[src/rtl/circulant_buffered_topology_pkg.sv]
// Shared constants and helpers for the buffered circulant topology:
// port numbering, reverse-port pairing and modular neighbour lookup.
package circ_pkg;

    localparam int PORTS_NUM  = 4;
    localparam int P_PLUS_S0  = 0;
    localparam int P_MINUS_S0 = 1;
    localparam int P_PLUS_S1  = 2;
    localparam int P_MINUS_S1 = 3;

    // Port on which the destination router receives a flit sent on 'port'.
    function automatic int rev_port(input int port);
        int r;
        case (port)
            P_PLUS_S0:  r = P_MINUS_S0;
            P_MINUS_S0: r = P_PLUS_S0;
            P_PLUS_S1:  r = P_MINUS_S1;
            P_MINUS_S1: r = P_PLUS_S1;
            default:    r = port;
        endcase
        return r;
    endfunction

    // Node reached from 'node' through 'port', all arithmetic mod nodes_num.
    function automatic int neighbour(input int node, input int port,
                                     input int nodes_num, input int s0, input int s1);
        int off;
        case (port)
            P_PLUS_S0:  off = s0;
            P_MINUS_S0: off = nodes_num - s0;
            P_PLUS_S1:  off = s1;
            P_MINUS_S1: off = nodes_num - s1;
            default:    off = 0;
        endcase
        return (node + off) % nodes_num;
    endfunction

endpackage

[src/rtl/circulant_buffered_topology_link_fifo.sv]
// link_fifo: one directed link of the topology. Registered head word, so a
// flit pushed on edge k becomes visible after edge k (no fall-through) and
// the head holds the last popped word while the FIFO is empty.
module link_fifo #(
    parameter int BUS_SIZE   = 4,
    parameter int FIFO_DEPTH = 4
) (
    input  logic                clk_i,
    input  logic                rst_n_i,
    input  logic                wr_valid_i,
    input  logic [BUS_SIZE-1:0] wr_data_i,
    output logic                wr_ready_o,
    input  logic                rd_ready_i,
    output logic                rd_valid_o,
    output logic [BUS_SIZE-1:0] rd_data_o
);

    localparam int             AW        = $clog2(FIFO_DEPTH);
    localparam logic [AW:0]    CNT_FULL  = (AW+1)'(FIFO_DEPTH);
    localparam logic [AW:0]    CNT_ZERO  = (AW+1)'(0);
    localparam logic [AW:0]    CNT_ONE   = (AW+1)'(1);
    localparam logic [AW-1:0]  PTR_ONE   = AW'(1);

    logic [AW-1:0]       wr_ptr_q, wr_ptr_d;
    logic [AW-1:0]       rd_ptr_q, rd_ptr_d;
    logic [AW:0]         count_q, count_d;
    logic [BUS_SIZE-1:0] head_q, head_d;
    logic [BUS_SIZE-1:0] mem_q [FIFO_DEPTH];
    logic                push_s, pop_s;

    // Ready/valid come from stored state only, never from the opposite side.
    assign wr_ready_o = (count_q != CNT_FULL);
    assign rd_valid_o = (count_q != CNT_ZERO);
    assign rd_data_o  = head_q;

    // Next-state for pointers, occupancy and the registered head word.
    always_comb begin
        push_s   = wr_valid_i & wr_ready_o;
        pop_s    = rd_valid_o & rd_ready_i;
        wr_ptr_d = push_s ? (wr_ptr_q + PTR_ONE) : wr_ptr_q;
        rd_ptr_d = pop_s  ? (rd_ptr_q + PTR_ONE) : rd_ptr_q;
        case ({push_s, pop_s})
            2'b10:   count_d = count_q + CNT_ONE;
            2'b01:   count_d = count_q - CNT_ONE;
            default: count_d = count_q;
        endcase
        // The incoming word is the new head when nothing else is left to show.
        if (count_d == CNT_ZERO) begin
            head_d = head_q;
        end else if ((count_q == CNT_ZERO) || (pop_s && (count_q == CNT_ONE))) begin
            head_d = wr_data_i;
        end else begin
            head_d = mem_q[rd_ptr_d];
        end
    end

    // Control state and head register, flushed by reset.
    always_ff @(posedge clk_i or negedge rst_n_i) begin
        if (!rst_n_i) begin
            wr_ptr_q <= {AW{1'b0}};
            rd_ptr_q <= {AW{1'b0}};
            count_q  <= CNT_ZERO;
            head_q   <= {BUS_SIZE{1'b0}};
        end else begin
            wr_ptr_q <= wr_ptr_d;
            rd_ptr_q <= rd_ptr_d;
            count_q  <= count_d;
            head_q   <= head_d;
        end
    end

    // Storage array; contents are only observed through count-qualified reads.
    always_ff @(posedge clk_i) begin
        if (push_s) begin
            mem_q[wr_ptr_q] <= wr_data_i;
        end else begin
            mem_q[wr_ptr_q] <= mem_q[wr_ptr_q];
        end
    end

endmodule

[src/rtl/circulant_buffered_topology.sv]
// circulant_buffered_topology: circulant graph C(NODES_NUM; S0, S1) with a
// link_fifo on every directed link. Wiring only, plus optional per-node
// stall counters enabled by the macro CIRC_LINK_STATS_EN.
module circulant_buffered_topology
    import circ_pkg::*;
#(
    parameter int BUS_SIZE   = 4,
    parameter int NODES_NUM  = 4,
    parameter int S0         = 1,
    parameter int S1         = 2,
    parameter int FIFO_DEPTH = 4
) (
    input  logic                                   clk_i,
    input  logic                                   rst_n_i,
    input  logic [NODES_NUM*PORTS_NUM*BUS_SIZE-1:0] data_i,
    input  logic [NODES_NUM*PORTS_NUM-1:0]          wr_ready_out_i,
    input  logic [NODES_NUM*PORTS_NUM-1:0]          r_ready_out_i,
    output logic [NODES_NUM*PORTS_NUM*BUS_SIZE-1:0] data_o,
    output logic [NODES_NUM*PORTS_NUM-1:0]          wr_ready_in_o,
    output logic [NODES_NUM*PORTS_NUM-1:0]          r_ready_in_o
`ifdef CIRC_LINK_STATS_EN
    ,
    output logic [NODES_NUM*16-1:0]                 stall_cnt_o
`endif
);

    localparam int LINKS = NODES_NUM * PORTS_NUM;

    logic [LINKS-1:0]               valid_s;
    logic [LINKS-1:0][BUS_SIZE-1:0] head_s;

    // One FIFO per writer port; its reader is the neighbour's reverse port.
    for (genvar i = 0; i < LINKS; i++) begin : g_link
        localparam int RD_IDX = neighbour(i / PORTS_NUM, i % PORTS_NUM, NODES_NUM, S0, S1)
                                * PORTS_NUM + rev_port(i % PORTS_NUM);
        link_fifo #(
            .BUS_SIZE   (BUS_SIZE),
            .FIFO_DEPTH (FIFO_DEPTH)
        ) u_fifo (
            .clk_i      (clk_i),
            .rst_n_i    (rst_n_i),
            .wr_valid_i (wr_ready_out_i[i]),
            .wr_data_i  (data_i[i*BUS_SIZE +: BUS_SIZE]),
            .wr_ready_o (r_ready_in_o[i]),
            .rd_ready_i (r_ready_out_i[RD_IDX]),
            .rd_valid_o (valid_s[i]),
            .rd_data_o  (head_s[i])
        );
    end

    // Each reader port is fed by the FIFO of the neighbour on the same port
    // direction, written on the reverse port.
    for (genvar j = 0; j < LINKS; j++) begin : g_reader
        localparam int SRC = neighbour(j / PORTS_NUM, j % PORTS_NUM, NODES_NUM, S0, S1)
                             * PORTS_NUM + rev_port(j % PORTS_NUM);
        assign wr_ready_in_o[j]                  = valid_s[SRC];
        assign data_o[j*BUS_SIZE +: BUS_SIZE]    = head_s[SRC];
    end

`ifdef CIRC_LINK_STATS_EN
    logic [NODES_NUM-1:0][15:0] stall_cnt_q, stall_cnt_d;
    logic [NODES_NUM-1:0]       stall_s;

    // Count cycles where a node offers a flit to a full link; saturate at max.
    always_comb begin
        for (int n = 0; n < NODES_NUM; n++) begin
            stall_s[n] = |(wr_ready_out_i[n*PORTS_NUM +: PORTS_NUM] &
                           ~r_ready_in_o[n*PORTS_NUM +: PORTS_NUM]);
            if (stall_s[n] && (stall_cnt_q[n] != 16'hFFFF)) begin
                stall_cnt_d[n] = stall_cnt_q[n] + 16'd1;
            end else begin
                stall_cnt_d[n] = stall_cnt_q[n];
            end
        end
    end

    // Stall counter registers.
    always_ff @(posedge clk_i or negedge rst_n_i) begin
        if (!rst_n_i) begin
            stall_cnt_q <= '0;
        end else begin
            stall_cnt_q <= stall_cnt_d;
        end
    end

    assign stall_cnt_o = stall_cnt_q;
`endif

endmodule

[config.mk]
export PLATFORM = sky130hd
export DESIGN_NAME = circulant_buffered_topology
export DESIGN_NICKNAME = d
export VERILOG_FILES = /design/src/rtl/circulant_buffered_topology_pkg.sv /design/src/rtl/circulant_buffered_topology_link_fifo.sv /design/src/rtl/circulant_buffered_topology.sv
export SDC_FILE = /design/constraint.sdc
export NUM_CORES = 1
export LEC_CHECK = 0
export BUFFER_PORTS_ARGS = -buffer_cell sky130_fd_sc_hd__buf_2
export CORE_AREA = 2 2 226 228
export DETAILED_ROUTE_END_ITERATION = 10
export DIE_AREA = 0 0 228 230
export PLACE_DENSITY = 0.67
export SETUP_SLACK_MARGIN = 0.02
export SLEW_MARGIN = 5
export SYNTH_ARGS = -nofsm -noshare
export SYNTH_HDL_FRONTEND = slang
export SYNTH_HIERARCHICAL = 1
export SYNTH_SLANG_ARGS = --single-unit
export TNS_END_PERCENT = 20
[constraint.sdc]
create_clock -name clk_i -period 7.1 [get_ports clk_i]
set_clock_uncertainty 0.1 [all_clocks]
set_input_delay 0.71 -clock clk_i [delete_from_list [all_inputs] [get_ports clk_i]]
set_output_delay 0.71 -clock clk_i [all_outputs]
set_load 0.01 [all_outputs]
==> out/metrics.cfg <==
[global_routing]
grt_first_pass_wirelength_um=79300
antenna_found_initial=6
grt_pass1_vias=15700
overflow=0
grt_max_degree=67
globalRouteTotalUtil_pct=18.2

[sta]
relSlewSlack_pct=40.5
rsz0062_at_grt=no
worst_pin_slew_ns=0.892
fin_tns_setup_ns=0
max_freq_mhz=335
whs_ns=0.0227
setup_viol=0
maxSlewViolCount=0
period_needed_ns=2.99
final.period_utilization_pct=42.1
final_hold_viol_count=0

[power_and_ir_drop]
p_sw_w=0.00463
intPower_w=0.00728
leakagePower_nw=10.8
p_clk_share_pct=19.5
power_density_nw_per_um2=433
seq_power_share_pct=37.6
p_sw_share_pct=38.9
combPwrFrac_pct=42.9
irDropWorstVdd_uv=212

[cells_and_area]
layout_commonest_cell=edfxtp_1
layout-drive-gt1-share_pct=26.1
fin_area_um2=27500
final_net_count=2342
area_growth_pct=11.3
mostFrequentLayoutCells=edfxtp_1, buf_2, dfrtp_1
fin_cells=2828
final_util_pct=55.1
fill_cells=4314

[yosys]
syn_area_um2=24700
avgSynthCellArea_um2=12.5
synth_cells=1970
seq_area_frac_synth_pct=49.0
synth-edff-count=256
ys_ff_latch=432
synthDistinctLibCells=54
synthFlopType=edfxtp_1
syn_nets=2196
synthesis.yosys.warnings=6
async_reset_ff_share_pct=40.7

[run]
drv_cap=0

[floorplan]
dieArea_um2=52400
start_util_pct=49.5
coreArea_um2=49900
rows=82
io_pins=194
die_y_um=230
dieWidth_um=228

[cts]
cts_made_buffers=47
cts.path.max_buffers=3
cts-root-buf=clkbuf_16
post_cts_buffers=0
clk_latency_ns=0.57
ctsResizeCount=0
clkSlewWorstSetupHoldPaths_ns=0.06
holdBufCountCts=0
cts_tree=built
htree_levels=2
cts.sinks=432

[critical_path]
crit_path_start_kind=register
required_ns=6.29
end_kind=output pin
cp.arrival_ns=2.18
crit_fanout=8
crit_type=register to output pin

[placement]
hpwl_um=34900
place_congestion=0.830
dp_cells=2739
port-buffer-count=193
place_area_um2=26000

[route]
vias_per_cell=5.47
drt_iter0_markers=726
drt-total-wl_um=47900
drcViolationCount=0
vias=15500
wire_per_inst_um=16.9
ant_nets=0
drtPass1Iterations=5

[outcome]
status=finished clean

[min_path]
hold_class=primary input to async pin

## flip-flops by register name, summed over array words and instances (netlist names)
| signal | flops |
|---|---|
| g_link.u_fifo/count_q | 48 |
| g_link.u_fifo/mem_q | 256 |
| g_link.u_fifo/rd_data_o | 64 |
| g_link.u_fifo/rd_ptr_q | 32 |
| g_link.u_fifo/wr_ptr_q | 32 |
## final cells by class
| cell class | count | area (um^2) | area share [%] |
|---|---|---|---|
| multi-input cells | 1252 | 11400 | 41.4 |
| diodes | 3 | 7.51 | 0.0273 |
| inverters | 188 | 708 | 2.58 |
| repair buffers | 195 | 990 | 3.60 |
| flip-flops and latches | 432 | 12100 | 44.0 |
| clock buffers | 70 | 1310 | 4.78 |
| well taps | 672 | 841 | 3.06 |
| clock inverters | 16 | 134 | 0.487 |
## worst max-delay path, cell delays in order (launching register included)
cell and delay [ns]:
dfrtp_1 0.53, inv_1 0.13, ha_1 0.32, and2b_2 0.27, inv_2 0.17, buf_2 0.19
## metal layers
metal,track usage [%],part of all wire (%),vias to the layer above
met5,0,0.098,-
met4,6.70,2.8,6
met3,3.04,3.9,90
met2,30.9,49,265
met1,23.6,45,7586
li1,-,-,7518
## cells by family (layout without fill, tap and decap cells)
group / Yosys count / in the layout / share of synthesized area, %
compound gates: 492 / 492 / 17.6
xor+xnor: 79 / 79 / 2.88
fa+ha+maj: 128 / 128 / 6.49
buf+inv: 286 / 469 / 4.85
flops: 432 / 432 / 49.0
mux: 264 / 264 / 11.6
other cells: 0 / 3 / 0
simple gates: 289 / 289 / 7.60
## cell usage after synthesis (47+ instances only)
library cell	count	area share [%]
edfxtp_1	256	31
dfrtp_1	176	18
inv_1	171	2.6
ha_1	128	6.5
mux2_2	124	5.7
mux2i_1	124	5.0
o21ai_0	121	2.5
a21oi_1	92	1.9
a211oi_1	64	1.9
and2_1	64	1.6
o32a_1	60	2.4
nand2_1	49	0.75
xnor2_1	48	1.7
clkbuf_1	47	0.72
## path summary, 6_finish.rpt
check | startpoint | endpoint | slack (ns) | cells past startpoint
max in group asynchronous | rst_n_i | g_link[15].u_fifo/rd_ptr_q[0]$_DFF_PN0_ | 5.58 | 2
worst max-delay path | g_link[9].u_fifo/count_q[0]$_DFF_PN0_ | wr_ready_in_o[4] | 4.11 | 5
worst min register to register | g_link[1].u_fifo/rd_data_o[3]$_DFFE_PN0P_ | g_link[1].u_fifo/rd_data_o[3]$_DFFE_PN0P_ | 0.42 | 2
worst max register to register | g_link[11].u_fifo/count_q[0]$_DFF_PN0_ | g_link[11].u_fifo/rd_data_o[2]$_DFFE_PN0P_ | 4.34 | 8
worst min-delay path | rst_n_i | g_link[14].u_fifo/count_q[1]$_DFF_PN0_ | 0.02 | 1
min in group clk_i | data_i[20] | g_link[5].u_fifo/mem_q[0][0]$_DFFE_PP_ | 0.28 | 1
## per-stage QoR
stage	power [W]	setup WS [ns]
final	0.0119	4.11
after detailed placement	0.00966	4.35
after global routing	0.0128	4.00
after CTS	0.0120	4.09
after global placement	0.00945	4.50
after floorplan	0.00843	4.72
## power by group through the flow
stage | clock network, W | registers (W) | logic (W)
2_1_floorplan | 0 | 0.00410 | 0.00434
3_3_place_gp | 0 | 0.00448 | 0.00496
3_5_place_dp | 0 | 0.00453 | 0.00513
4_1_cts | 0.00240 | 0.00449 | 0.00516
5_1_grt | 0.00249 | 0.00463 | 0.00568
6_report | 0.00232 | 0.00448 | 0.00511
(Power assumes the default switching activity.)
